===== src/rtl/vga_pkg.sv =====
// vga_pkg: shared timing defaults, colour struct and read-data unpacking for vga_scan.
package vga_pkg;

    // 640x480@60 reference timing
    localparam int DEF_H_ACTIVE = 640;
    localparam int DEF_H_FP     = 16;
    localparam int DEF_H_SYNC   = 96;
    localparam int DEF_H_BP     = 48;
    localparam int DEF_V_ACTIVE = 480;
    localparam int DEF_V_FP     = 10;
    localparam int DEF_V_SYNC   = 2;
    localparam int DEF_V_BP     = 33;
    localparam int DEF_COLOR_W  = 4;

    // Widest colour channel the unpack helper can carry
    localparam int MAX_COLOR_W  = 8;

    typedef struct packed {
        logic [MAX_COLOR_W-1:0] R;
        logic [MAX_COLOR_W-1:0] G;
        logic [MAX_COLOR_W-1:0] B;
    } rgb_t;

    // Split q[3*cw-1:0] = {R,G,B}; each field lands right-aligned in its slot
    function automatic rgb_t unpack_q(input logic [31:0] qd, input int cw);
        logic [31:0] m;
        rgb_t        c;
        m   = (32'd1 << cw) - 32'd1;
        c.B = MAX_COLOR_W'(qd & m);
        c.G = MAX_COLOR_W'((qd >> cw) & m);
        c.R = MAX_COLOR_W'((qd >> (2 * cw)) & m);
        return c;
    endfunction

endpackage


===== src/rtl/vga_delay_line.sv =====
// vga_delay_line: reset-clearable shift register aligning the timing bundle
// with the framebuffer read latency. DEPTH=0 is a plain wire.
module vga_delay_line #(
    parameter int DEPTH = 1,
    parameter int WIDTH = 1
) (
    input  logic             clock,
    input  logic             reset,
    input  logic [WIDTH-1:0] i_d,
    output logic [WIDTH-1:0] o_d
);

    generate
        if (DEPTH == 0) begin : g_pass
            logic w_unused;
            assign w_unused = clock ^ reset;
            assign o_d      = i_d;
        end else begin : g_sr
            logic [DEPTH-1:0][WIDTH-1:0] r_sr;
            // shift one stage per clock; reset empties every stage at once
            always_ff @(posedge clock) begin
                if (reset) begin
                    r_sr <= '0;
                end else begin
                    r_sr[0] <= i_d;
                    for (int i = 1; i < DEPTH; i++) r_sr[i] <= r_sr[i-1];
                end
            end
            assign o_d = r_sr[DEPTH-1];
        end
    endgenerate

endmodule


===== src/rtl/vga_scan.sv =====
// vga_scan: parametrised VGA timing/scan engine. Counts h/v, issues framebuffer
// reads in the active area and drives registered RGB/sync pins RD_LAT+1 cycles
// after the counter state. Optional colour-bar generator under VGA_TEST_PATTERN_EN.
module vga_scan
    import vga_pkg::*;
#(
    parameter int H_ACTIVE = DEF_H_ACTIVE,
    parameter int H_FP     = DEF_H_FP,
    parameter int H_SYNC   = DEF_H_SYNC,
    parameter int H_BP     = DEF_H_BP,
    parameter int V_ACTIVE = DEF_V_ACTIVE,
    parameter int V_FP     = DEF_V_FP,
    parameter int V_SYNC   = DEF_V_SYNC,
    parameter int V_BP     = DEF_V_BP,
    parameter int HS_POL   = 0,
    parameter int VS_POL   = 0,
    parameter int COLOR_W  = DEF_COLOR_W,
    parameter int PIX_W    = 16,
    parameter int RD_LAT   = 1,
    parameter int ADDR_W   = 19
) (
    input  logic               clock,
    input  logic               reset,
    input  logic               enable,
`ifdef VGA_TEST_PATTERN_EN
    input  logic               pattern_sel,
`endif
    output logic [ADDR_W-1:0]  rd_addr,
    output logic               rd_en,
    input  logic [PIX_W-1:0]   q,
    output logic               HS,
    output logic               VS,
    output logic [COLOR_W-1:0] VGA_R,
    output logic [COLOR_W-1:0] VGA_G,
    output logic [COLOR_W-1:0] VGA_B,
    output logic               frame_start,
    output logic               line_start
);

    localparam int H_TOTAL = H_ACTIVE + H_FP + H_SYNC + H_BP;
    localparam int V_TOTAL = V_ACTIVE + V_FP + V_SYNC + V_BP;
    // one spare code so the sync-end constant never aliases to 0
    localparam int HW = $clog2(H_TOTAL + 1);
    localparam int VW = $clog2(V_TOTAL + 1);

    localparam logic [HW-1:0] C_H_ACT  = HW'(H_ACTIVE);
    localparam logic [HW-1:0] C_HS_BEG = HW'(H_ACTIVE + H_FP);
    localparam logic [HW-1:0] C_HS_END = HW'(H_ACTIVE + H_FP + H_SYNC);
    localparam logic [HW-1:0] C_H_LAST = HW'(H_TOTAL - 1);
    localparam logic [VW-1:0] C_V_ACT  = VW'(V_ACTIVE);
    localparam logic [VW-1:0] C_VS_BEG = VW'(V_ACTIVE + V_FP);
    localparam logic [VW-1:0] C_VS_END = VW'(V_ACTIVE + V_FP + V_SYNC);
    localparam logic [VW-1:0] C_V_LAST = VW'(V_TOTAL - 1);

    localparam logic HS_IDLE = (HS_POL == 0);
    localparam logic VS_IDLE = (VS_POL == 0);

`ifdef VGA_TEST_PATTERN_EN
    localparam int BW = 9;   // {psel, bar[2:0], de, hs, vs, fs, ls}
`else
    localparam int BW = 5;   // {de, hs, vs, fs, ls}
`endif

    logic [HW-1:0]     r_h;
    logic [VW-1:0]     r_v;
    logic [ADDR_W-1:0] r_addr;
    logic              w_de, w_hs_act, w_vs_act, w_fs, w_ls;
    logic [BW-1:0]     w_bin, w_bout;
    logic              w_d_de, w_d_hs, w_d_vs, w_d_fs, w_d_ls;
    rgb_t              w_col;
    logic              w_unused_col;
    logic [COLOR_W-1:0] w_pix_r, w_pix_g, w_pix_b;

    logic               r_hs, r_vs, r_fs, r_ls;
    logic [COLOR_W-1:0] r_r, r_g, r_b;

    assign w_de     = (r_h < C_H_ACT) && (r_v < C_V_ACT);
    assign w_hs_act = (r_h >= C_HS_BEG) && (r_h < C_HS_END);
    assign w_vs_act = (r_v >= C_VS_BEG) && (r_v < C_VS_END);
    assign w_fs     = (r_h == '0) && (r_v == '0);
    assign w_ls     = (r_h == '0) && (r_v < C_V_ACT);

    // read strobe is suppressed while reset or disable hold the counters
    assign rd_en   = w_de && enable && !reset;
    assign rd_addr = r_addr;

    // h/v raster counters; disable parks them at the frame origin
    always_ff @(posedge clock) begin
        if (reset || !enable) begin
            r_h <= '0;
            r_v <= '0;
        end else if (r_h == C_H_LAST) begin
            r_h <= '0;
            r_v <= (r_v == C_V_LAST) ? '0 : r_v + VW'(1);
        end else begin
            r_h <= r_h + HW'(1);
        end
    end

    // linear read address: steps after each active pixel, cleared at frame wrap
    always_ff @(posedge clock) begin
        if (reset || !enable) begin
            r_addr <= '0;
        end else if ((r_h == C_H_LAST) && (r_v == C_V_LAST)) begin
            r_addr <= '0;
        end else if (w_de) begin
            r_addr <= r_addr + ADDR_W'(1);
        end
    end

`ifdef VGA_TEST_PATTERN_EN
    localparam int BAR_W = H_ACTIVE / 8;
    localparam int PCW   = $clog2(BAR_W + 1);
    localparam logic [PCW-1:0] C_BAR_LAST = PCW'(BAR_W - 1);

    logic [PCW-1:0] r_pcnt;
    logic [2:0]     r_bar;
    logic           w_d_psel;
    logic [2:0]     w_d_bar;

    // bar index tracks h: advances every BAR_W active pixels, zero at line start
    always_ff @(posedge clock) begin
        if (reset || !enable || (r_h == C_H_LAST)) begin
            r_pcnt <= '0;
            r_bar  <= '0;
        end else if (r_h < C_H_ACT) begin
            if (r_pcnt == C_BAR_LAST) begin
                r_pcnt <= '0;
                r_bar  <= r_bar + 3'd1;
            end else begin
                r_pcnt <= r_pcnt + PCW'(1);
            end
        end
    end

    assign w_bin[8:5] = {pattern_sel, r_bar};
    assign w_d_psel   = w_bout[8];
    assign w_d_bar    = w_bout[7:5];
`endif

    // while disabled the pipeline is fed blank, inactive-sync pixels
    assign w_bin[4:0] = enable ? {w_de, w_hs_act, w_vs_act, w_fs, w_ls} : 5'b0;

    vga_delay_line #(
        .DEPTH(RD_LAT),
        .WIDTH(BW)
    ) u_dly (
        .clock(clock),
        .reset(reset),
        .i_d  (w_bin),
        .o_d  (w_bout)
    );

    assign {w_d_de, w_d_hs, w_d_vs, w_d_fs, w_d_ls} = w_bout[4:0];

    assign w_col        = unpack_q(32'(q), COLOR_W);
    assign w_unused_col = ^w_col;

    // colour source: framebuffer word, or the bar generator when selected
    always_comb begin
        w_pix_r = w_col.R[COLOR_W-1:0];
        w_pix_g = w_col.G[COLOR_W-1:0];
        w_pix_b = w_col.B[COLOR_W-1:0];
`ifdef VGA_TEST_PATTERN_EN
        if (w_d_psel) begin
            w_pix_r = {COLOR_W{w_d_bar[2]}};
            w_pix_g = {COLOR_W{w_d_bar[1]}};
            w_pix_b = {COLOR_W{w_d_bar[0]}};
        end
`endif
    end

    // pin register: blanks colour outside de and applies sync polarity
    always_ff @(posedge clock) begin
        if (reset) begin
            r_hs <= HS_IDLE;
            r_vs <= VS_IDLE;
            r_r  <= '0;
            r_g  <= '0;
            r_b  <= '0;
            r_fs <= 1'b0;
            r_ls <= 1'b0;
        end else begin
            r_hs <= w_d_hs ^ HS_IDLE;
            r_vs <= w_d_vs ^ VS_IDLE;
            r_r  <= w_d_de ? w_pix_r : '0;
            r_g  <= w_d_de ? w_pix_g : '0;
            r_b  <= w_d_de ? w_pix_b : '0;
            r_fs <= w_d_fs;
            r_ls <= w_d_ls;
        end
    end

    assign HS          = r_hs;
    assign VS          = r_vs;
    assign VGA_R       = r_r;
    assign VGA_G       = r_g;
    assign VGA_B       = r_b;
    assign frame_start = r_fs;
    assign line_start  = r_ls;

endmodule

===== config.mk =====
export PLATFORM = sky130hd
export DESIGN_NAME = vga_scan
export DESIGN_NICKNAME = d
export VERILOG_FILES = /design/src/rtl/vga_pkg.sv /design/src/rtl/vga_delay_line.sv /design/src/rtl/vga_scan.sv
export SDC_FILE = /design/constraint.sdc
export NUM_CORES = 1
export LEC_CHECK = 0
export ABC_AREA = 1
export CORE_UTILIZATION = 52
export CTS_CLUSTER_SIZE = 20
export DETAILED_ROUTE_END_ITERATION = 12
export PLACE_DENSITY = 0.8
export SYNTH_ARGS = -nofsm -noshare
export SYNTH_HDL_FRONTEND = slang
export SYNTH_HIERARCHICAL = 1
export SYNTH_SLANG_ARGS = --single-unit

===== constraint.sdc =====
create_clock -name clock -period 1.77 [get_ports clock]
set_input_delay 0.354 -clock clock [delete_from_list [all_inputs] [get_ports clock]]
set_output_delay 0.354 -clock clock [all_outputs]
set_load 0.02 [all_outputs]

Word level (Yosys, flattened, before mapping)
Cells that the tools add are included.

Register bits: 60. Input port bits: 19. Output and inout bits: 36.

Bitwise gates (word level): 4. Reduce and logical (&&, ||, !) cells: 17. Equal/unequal tests: 2. Mux-type cells: 1. Order comparisons: 6. Add/sub/neg operators: 3.

Operator list (count): $add 10x1->10 const B (2); $eq 10x10->1 const B (2); $logic_not 10->1 (2); $lt 10x10->1 const B (2); $lt 10x9->1 const B (2); $add 19x1->19 const B (1); $ge 10x10->1 const B (1); $ge 10x9->1 const B (1); $mux 10 (1); $logic_and 1x1->1 (8); $reduce_or 2->1 (4); $not 1->1 (4); $logic_not 1->1 (2); $logic_or 1x1->1 (1).

Depth between registers and ports, before layout
Word-level depth: 4. Depth in mapped cells: 10. Mapped depth without buffers: 9.

Cells and area by module
The synthesis kept the hierarchy.

Modules (own cells, without submodules): vga_scan (instances 1, sequential area each 1101.1 um^2, area each 2738.9 um^2, cells each 407); vga_delay_line (instances 1, sequential area each 100.1 um^2, area each 137.6 um^2, cells each 15).

Least setup slack after synthesis
OpenSTA, ideal clock, no wires.

Path type: flip-flop to output port. From: register r_h[7]. To: output rd_en. Required time: 1416 ps. Slack: 278 ps. Arrival time: 1138 ps. Cell stages (with the launch flop): 6. Path through: dfxtp_1 > o21ai_1 > inv_1 > nor2_4 > inv_1 > nor2_1.

Longest elaborated chain between the ends: 4.

Ends and longest elaborated chain: start: declaration (RTL line vga_scan.sv:64) `logic [HW-1:0] r_h;`; start signal: assignment (RTL line vga_scan.sv:96) `r_h <= r_h + HW'(1);`; $lt 10x10->1 (RTL line vga_scan.sv:77) `assign w_de = (r_h < C_H_ACT) && (r_v < C_V_ACT);`; $logic_and 1x1->1 (RTL line vga_scan.sv:77); $logic_and 1x1->1 (2 in a row) (RTL line vga_scan.sv:84) `assign rd_en = w_de && enable && !reset;`; end: declaration (RTL line vga_scan.sv:29) `output logic rd_en,`.

No other way between the ends.

Final worst setup path
From: register r_addr[7], in the netlist rd_addr[7]. To: output rd_addr[7].

RTL lines: start: declaration (RTL line vga_scan.sv:66) `logic [ADDR_W-1:0] r_addr;`; start signal: assignment (RTL line vga_scan.sv:107) `r_addr <= r_addr + ADDR_W'(1);`; end: declaration (RTL line vga_scan.sv:28) `output logic [ADDR_W-1:0] rd_addr,`.

No word-level cell between the ends.

==> Flow_metrics.wiki <==
{| class="wikitable"
! Metric !! Value
|-
| Initial Util || 55.3%
|-
| Flop and latch count out of synthesis || 60
|-
| Net total in the final layout || 517
|-
| Post-synthesis instance area || 0.00288 mm2
|-
| Largest net degree at the start of global routing || 37
|-
| Synth warn || 6
|-
| Leakage power figure || 0.00176 uW
|-
| Power density of the placed cells || 796 mW/mm2
|-
| Sequence of cells on the critical path || clkdlybuf4s50_1
|-
| Input/output buffers || 50
|-
| Number of violations reported at the end of detailed-routing iteration 0 || 113
|-
| Synth unique cells || 30
|-
| Number of buffers created by CTS || 9
|-
| Vias per inst || 4.78
|-
| Classification of the worst-slack hold path || register to register
|-
| Pin slew with the least headroom to its limit || 0.337 ns
|-
| Clock Tree Root || sky130_fd_sc_hd__clkbuf_8
|-
| Unrepaired setup endpoints after global routing || no
|-
| Clock transition at the registers of the reported paths || 0.07 ns
|-
| Minimum period implied by the final worst setup slack || 1.75 ns
|-
| RePlAce Congestion || 0.854
|-
| Maximum count of clock buffers along a single path || 2
|-
| Status || finished, final reports clean
|-
| Worst path arrival time || 1.40 ns
|-
| Maximum resistive drop on vdd || 0.578 mV
|-
| Clock tree from TritonCTS || built
|-
| Final max-slew violation count || 0
|-
| Number of maximum-capacitance constraint violations || 0
|-
| Worst path bufs/invs || 1
|-
| Slowest stage cell, crit path || sky130_fd_sc_hd__clkdlybuf4s50_1
|-
| Number of antenna violations at the first check in global routing || 0
|-
| Antenna fix cells || 0
|-
| Number of cells on the worst reg-to-reg path || 8
|-
| Die Area || 0.00583 mm2
|-
| Final global-route overflow total || 0
|-
| Pre-antenna DRT Iters || 4
|-
| Placement-stage worst setup slack || -0.353 ns
|-
| WS Path Type || register to output port
|-
| Relative slew slack || 77.5%
|-
| Total power after layout || 3020 uW
|-
| Ratio of cells with drive above 1 in the final layout || 11.1%
|-
| Overall via count from detail_route || 2708
|-
| Number of setup violations in the final report || 0
|-
| Clock latency at the later pin of the worst-skew pair || 0.34 ns
|-
| Post-Syn Instances || 422
|-
| Number of cells traversed by the worst hold path || 1
|-
| Final critical-path share of the clock period || 99.1%
|-
| IO Count || 55
|-
| Final Routed Wirelength || 6.00 mm
|-
| Maximum clock skew at final layout || 0.00964 ns
|-
| Setup tns final || 0 ns
|-
| CP delay by family, top || buffers and inverters
|-
| Crit-path max FO || 5
|-
| Number of routed nets with antenna violations || 0
|-
| Sequential area share after synthesis || 41.8%
|-
| Core Region || 0.00520 mm2
|-
| Critical Path RT || 1.42 ns
|-
| CP endpoint kind || output port
|-
| Quantity of hold-fixing buffers added after cts || 0
|-
| Delay of the slowest critical-path stage || 0.64 ns
|-
| Count of cell instances traversed by the critical path || 1
|-
| Via count of the first global-routing pass || 2463
|-
| Die width || 76.4 um
|-
| DRC Markers || 0
|-
| Post-Syn Nets || 447
|-
| Timing-limited maximum frequency || 0.570 GHz
|-
| Maximum level of the CTS H-tree || 3
|-
| Endpoints failing hold || 0
|-
| Die Ht || 76.4 um
|-
| Number of standard-cell rows in the floorplan || 26
|-
| Synth-to-Final Area Change || 31.8%
|-
| Mean instance size in the synthesized netlist || 6.82 um2
|-
| Min setup slack post-route || 0.0164 ns
|-
| First-pass GRT wire length || 10.1 mm
|-
| Overall Global Routing Usage || 21.4%
|-
| DPL Wire Length || 4.28 mm
|-
| Critical path launch point type || register
|-
| Final routed wire length divided by cell count || 10.6 um
|-
| Clock sink count || 60
|}
-- kinds of logic after synthesis --
family          after synthesis  synth area share (%)
compound gates               33                  6.09
flops                        60                  41.8
xor+xnor                      3                 0.914
simple gates                237                  36.7
buf+inv                      83                  11.9
fa+ha+maj                     6                  2.61
-- registers in the layout (all words and copies together), names as in the netlist --
name and flops:
rd_addr 19, r_h 10, r_v 10, u_dly/o_d 5
VGA_B 4, VGA_G 4, VGA_R 4, HS 1
VS 1, frame_start 1, line_start 1
-- stage by stage --
stage | util [%] | hold slack (ns) | instance area (um2) | std cells
final | 72.8 | 0.371 | 3790 | 566
after global placement | 67.9 | 0.354 | 3530 | 550
after global routing | 72.8 | 0.389 | 3790 | 566
after detailed placement | 67.9 | 0.354 | 3530 | 550
after floorplan | - | 0.351 | 2880 | 422
after CTS | 72.3 | 0.370 | 3760 | 566
-- path summary, 6_finish.rpt --
| kind | startpoint | endpoint | slack [ns] |
|---|---|---|---|
| max | rd_addr[7] | rd_addr[7] | 0.02 |
| min | u_dly/o_d[3] | HS | 0.37 |
| max reg2reg | r_h[0] | r_v[4] | 0.19 |
| min reg2reg | u_dly/o_d[3] | HS | 0.37 |
-- report_power, final --
group | switching [uW] | leakage [uW] | total (uW) | internal (uW)
logic | 100 | 0.00116 | 193 | 92.8
registers | 14.9 | 0.000487 | 1390 | 1370
clock network | 536 | 0.000119 | 1440 | 903
-- cell usage after synthesis --
library cell / instances / area, um2
sky130_fd_sc_hd__o21bai_1: 1 / 7.51
sky130_fd_sc_hd__dfxtp_1: 60 / 1200
sky130_fd_sc_hd__xor2_1: 3 / 26.3
sky130_fd_sc_hd__clkbuf_1: 1 / 3.75
sky130_fd_sc_hd__buf_6: 3 / 33.8
sky130_fd_sc_hd__buf_2: 1 / 5.00
sky130_fd_sc_hd__nand2_1: 98 / 368
sky130_fd_sc_hd__o21ai_2: 1 / 8.76
sky130_fd_sc_hd__or2_2: 1 / 6.26
sky130_fd_sc_hd__nor2_1: 74 / 278
sky130_fd_sc_hd__nor2_2: 3 / 18.8
sky130_fd_sc_hd__nor2_4: 4 / 45.0
sky130_fd_sc_hd__o22ai_1: 1 / 6.26
sky130_fd_sc_hd__nand4_4: 1 / 21.3
sky130_fd_sc_hd__nor3_1: 9 / 45.0
sky130_fd_sc_hd__nand2_2: 2 / 12.5
sky130_fd_sc_hd__nand3_1: 32 / 160
sky130_fd_sc_hd__o21ai_1: 1 / 5.00
sky130_fd_sc_hd__nand4_1: 5 / 31.3
sky130_fd_sc_hd__a21oi_1: 19 / 95.1
sky130_fd_sc_hd__inv_1: 72 / 270
sky130_fd_sc_hd__ha_1: 6 / 75.1
sky130_fd_sc_hd__nand3_2: 2 / 20.0
sky130_fd_sc_hd__buf_4: 2 / 15.0
sky130_fd_sc_hd__o211ai_1: 1 / 7.51
sky130_fd_sc_hd__or2_0: 2 / 12.5
sky130_fd_sc_hd__o21ai_0: 9 / 45.0
sky130_fd_sc_hd__nor3b_1: 2 / 15.0
sky130_fd_sc_hd__inv_2: 4 / 15.0
sky130_fd_sc_hd__nand2_4: 2 / 22.5
-- metal layers --
layer	track usage [%]	share of wire (%)	wire length, um
met4	10.2	1.3	80
met3	4.07	3.7	220
met1	23.9	45	2720
met2	38.9	50	2980
met5	0	0	0
-- what timing repair did --
item,CTS,global route
buffers inserted,1,0
setup endpoints to repair,5,9
pin swaps,1,0
gates resized for setup,9,8
-- layout by cell type (no fill, tap or decap) --
| cell | count |
|---|---|
| sky130_fd_sc_hd__nand2_1 | 98 |
| sky130_fd_sc_hd__nor2_1 | 73 |
| sky130_fd_sc_hd__inv_1 | 72 |
| sky130_fd_sc_hd__dfxtp_1 | 59 |
| sky130_fd_sc_hd__clkdlybuf4s50_1 | 40 |
| sky130_fd_sc_hd__nand3_1 | 32 |
| sky130_fd_sc_hd__a21oi_1 | 19 |
| sky130_fd_sc_hd__buf_4 | 15 |
| sky130_fd_sc_hd__clkbuf_8 | 12 |
| sky130_fd_sc_hd__nor3_1 | 9 |
| sky130_fd_sc_hd__o21ai_0 | 9 |
| sky130_fd_sc_hd__nand4_1 | 5 |
| sky130_fd_sc_hd__ha_1 | 5 |
| sky130_fd_sc_hd__dlymetal6s2s_1 | 5 |
| sky130_fd_sc_hd__nor2_2 | 4 |
| sky130_fd_sc_hd__nor2_4 | 4 |
| sky130_fd_sc_hd__inv_2 | 4 |
| sky130_fd_sc_hd__dlygate4sd2_1 | 4 |
| sky130_fd_sc_hd__xor2_1 | 3 |
| sky130_fd_sc_hd__or2_0 | 2 |
| sky130_fd_sc_hd__nand2_2 | 2 |
| sky130_fd_sc_hd__nand3_2 | 2 |
| sky130_fd_sc_hd__nor3b_1 | 2 |
| sky130_fd_sc_hd__bufinv_16 | 2 |
| sky130_fd_sc_hd__o211ai_1 | 1 |
| sky130_fd_sc_hd__o21ai_2 | 1 |
| sky130_fd_sc_hd__o21ai_1 | 1 |
| sky130_fd_sc_hd__nand4_4 | 1 |
| sky130_fd_sc_hd__nand2_4 | 1 |
| sky130_fd_sc_hd__nand2_8 | 1 |
| sky130_fd_sc_hd__or2_2 | 1 |
| sky130_fd_sc_hd__o21bai_1 | 1 |
| sky130_fd_sc_hd__o22ai_1 | 1 |
| sky130_fd_sc_hd__ha_2 | 1 |
| sky130_fd_sc_hd__clkinv_4 | 1 |
| sky130_fd_sc_hd__buf_2 | 1 |
| sky130_fd_sc_hd__buf_12 | 1 |
| sky130_fd_sc_hd__dfxtp_2 | 1 |
-- layout make-up --
cell class / instances / area [um2]
Clock buffer: 12 / 165
Clock inverter: 3 / 68.8
Fill cell: 440 / 1410
Inverter: 76 / 285
Multi-Input combinational cell: 279 / 1350
Sequential cell: 60 / 1200
Tap cell: 70 / 87.6
Timing Repair Buffer: 66 / 636
(Power assumes the default switching activity.)
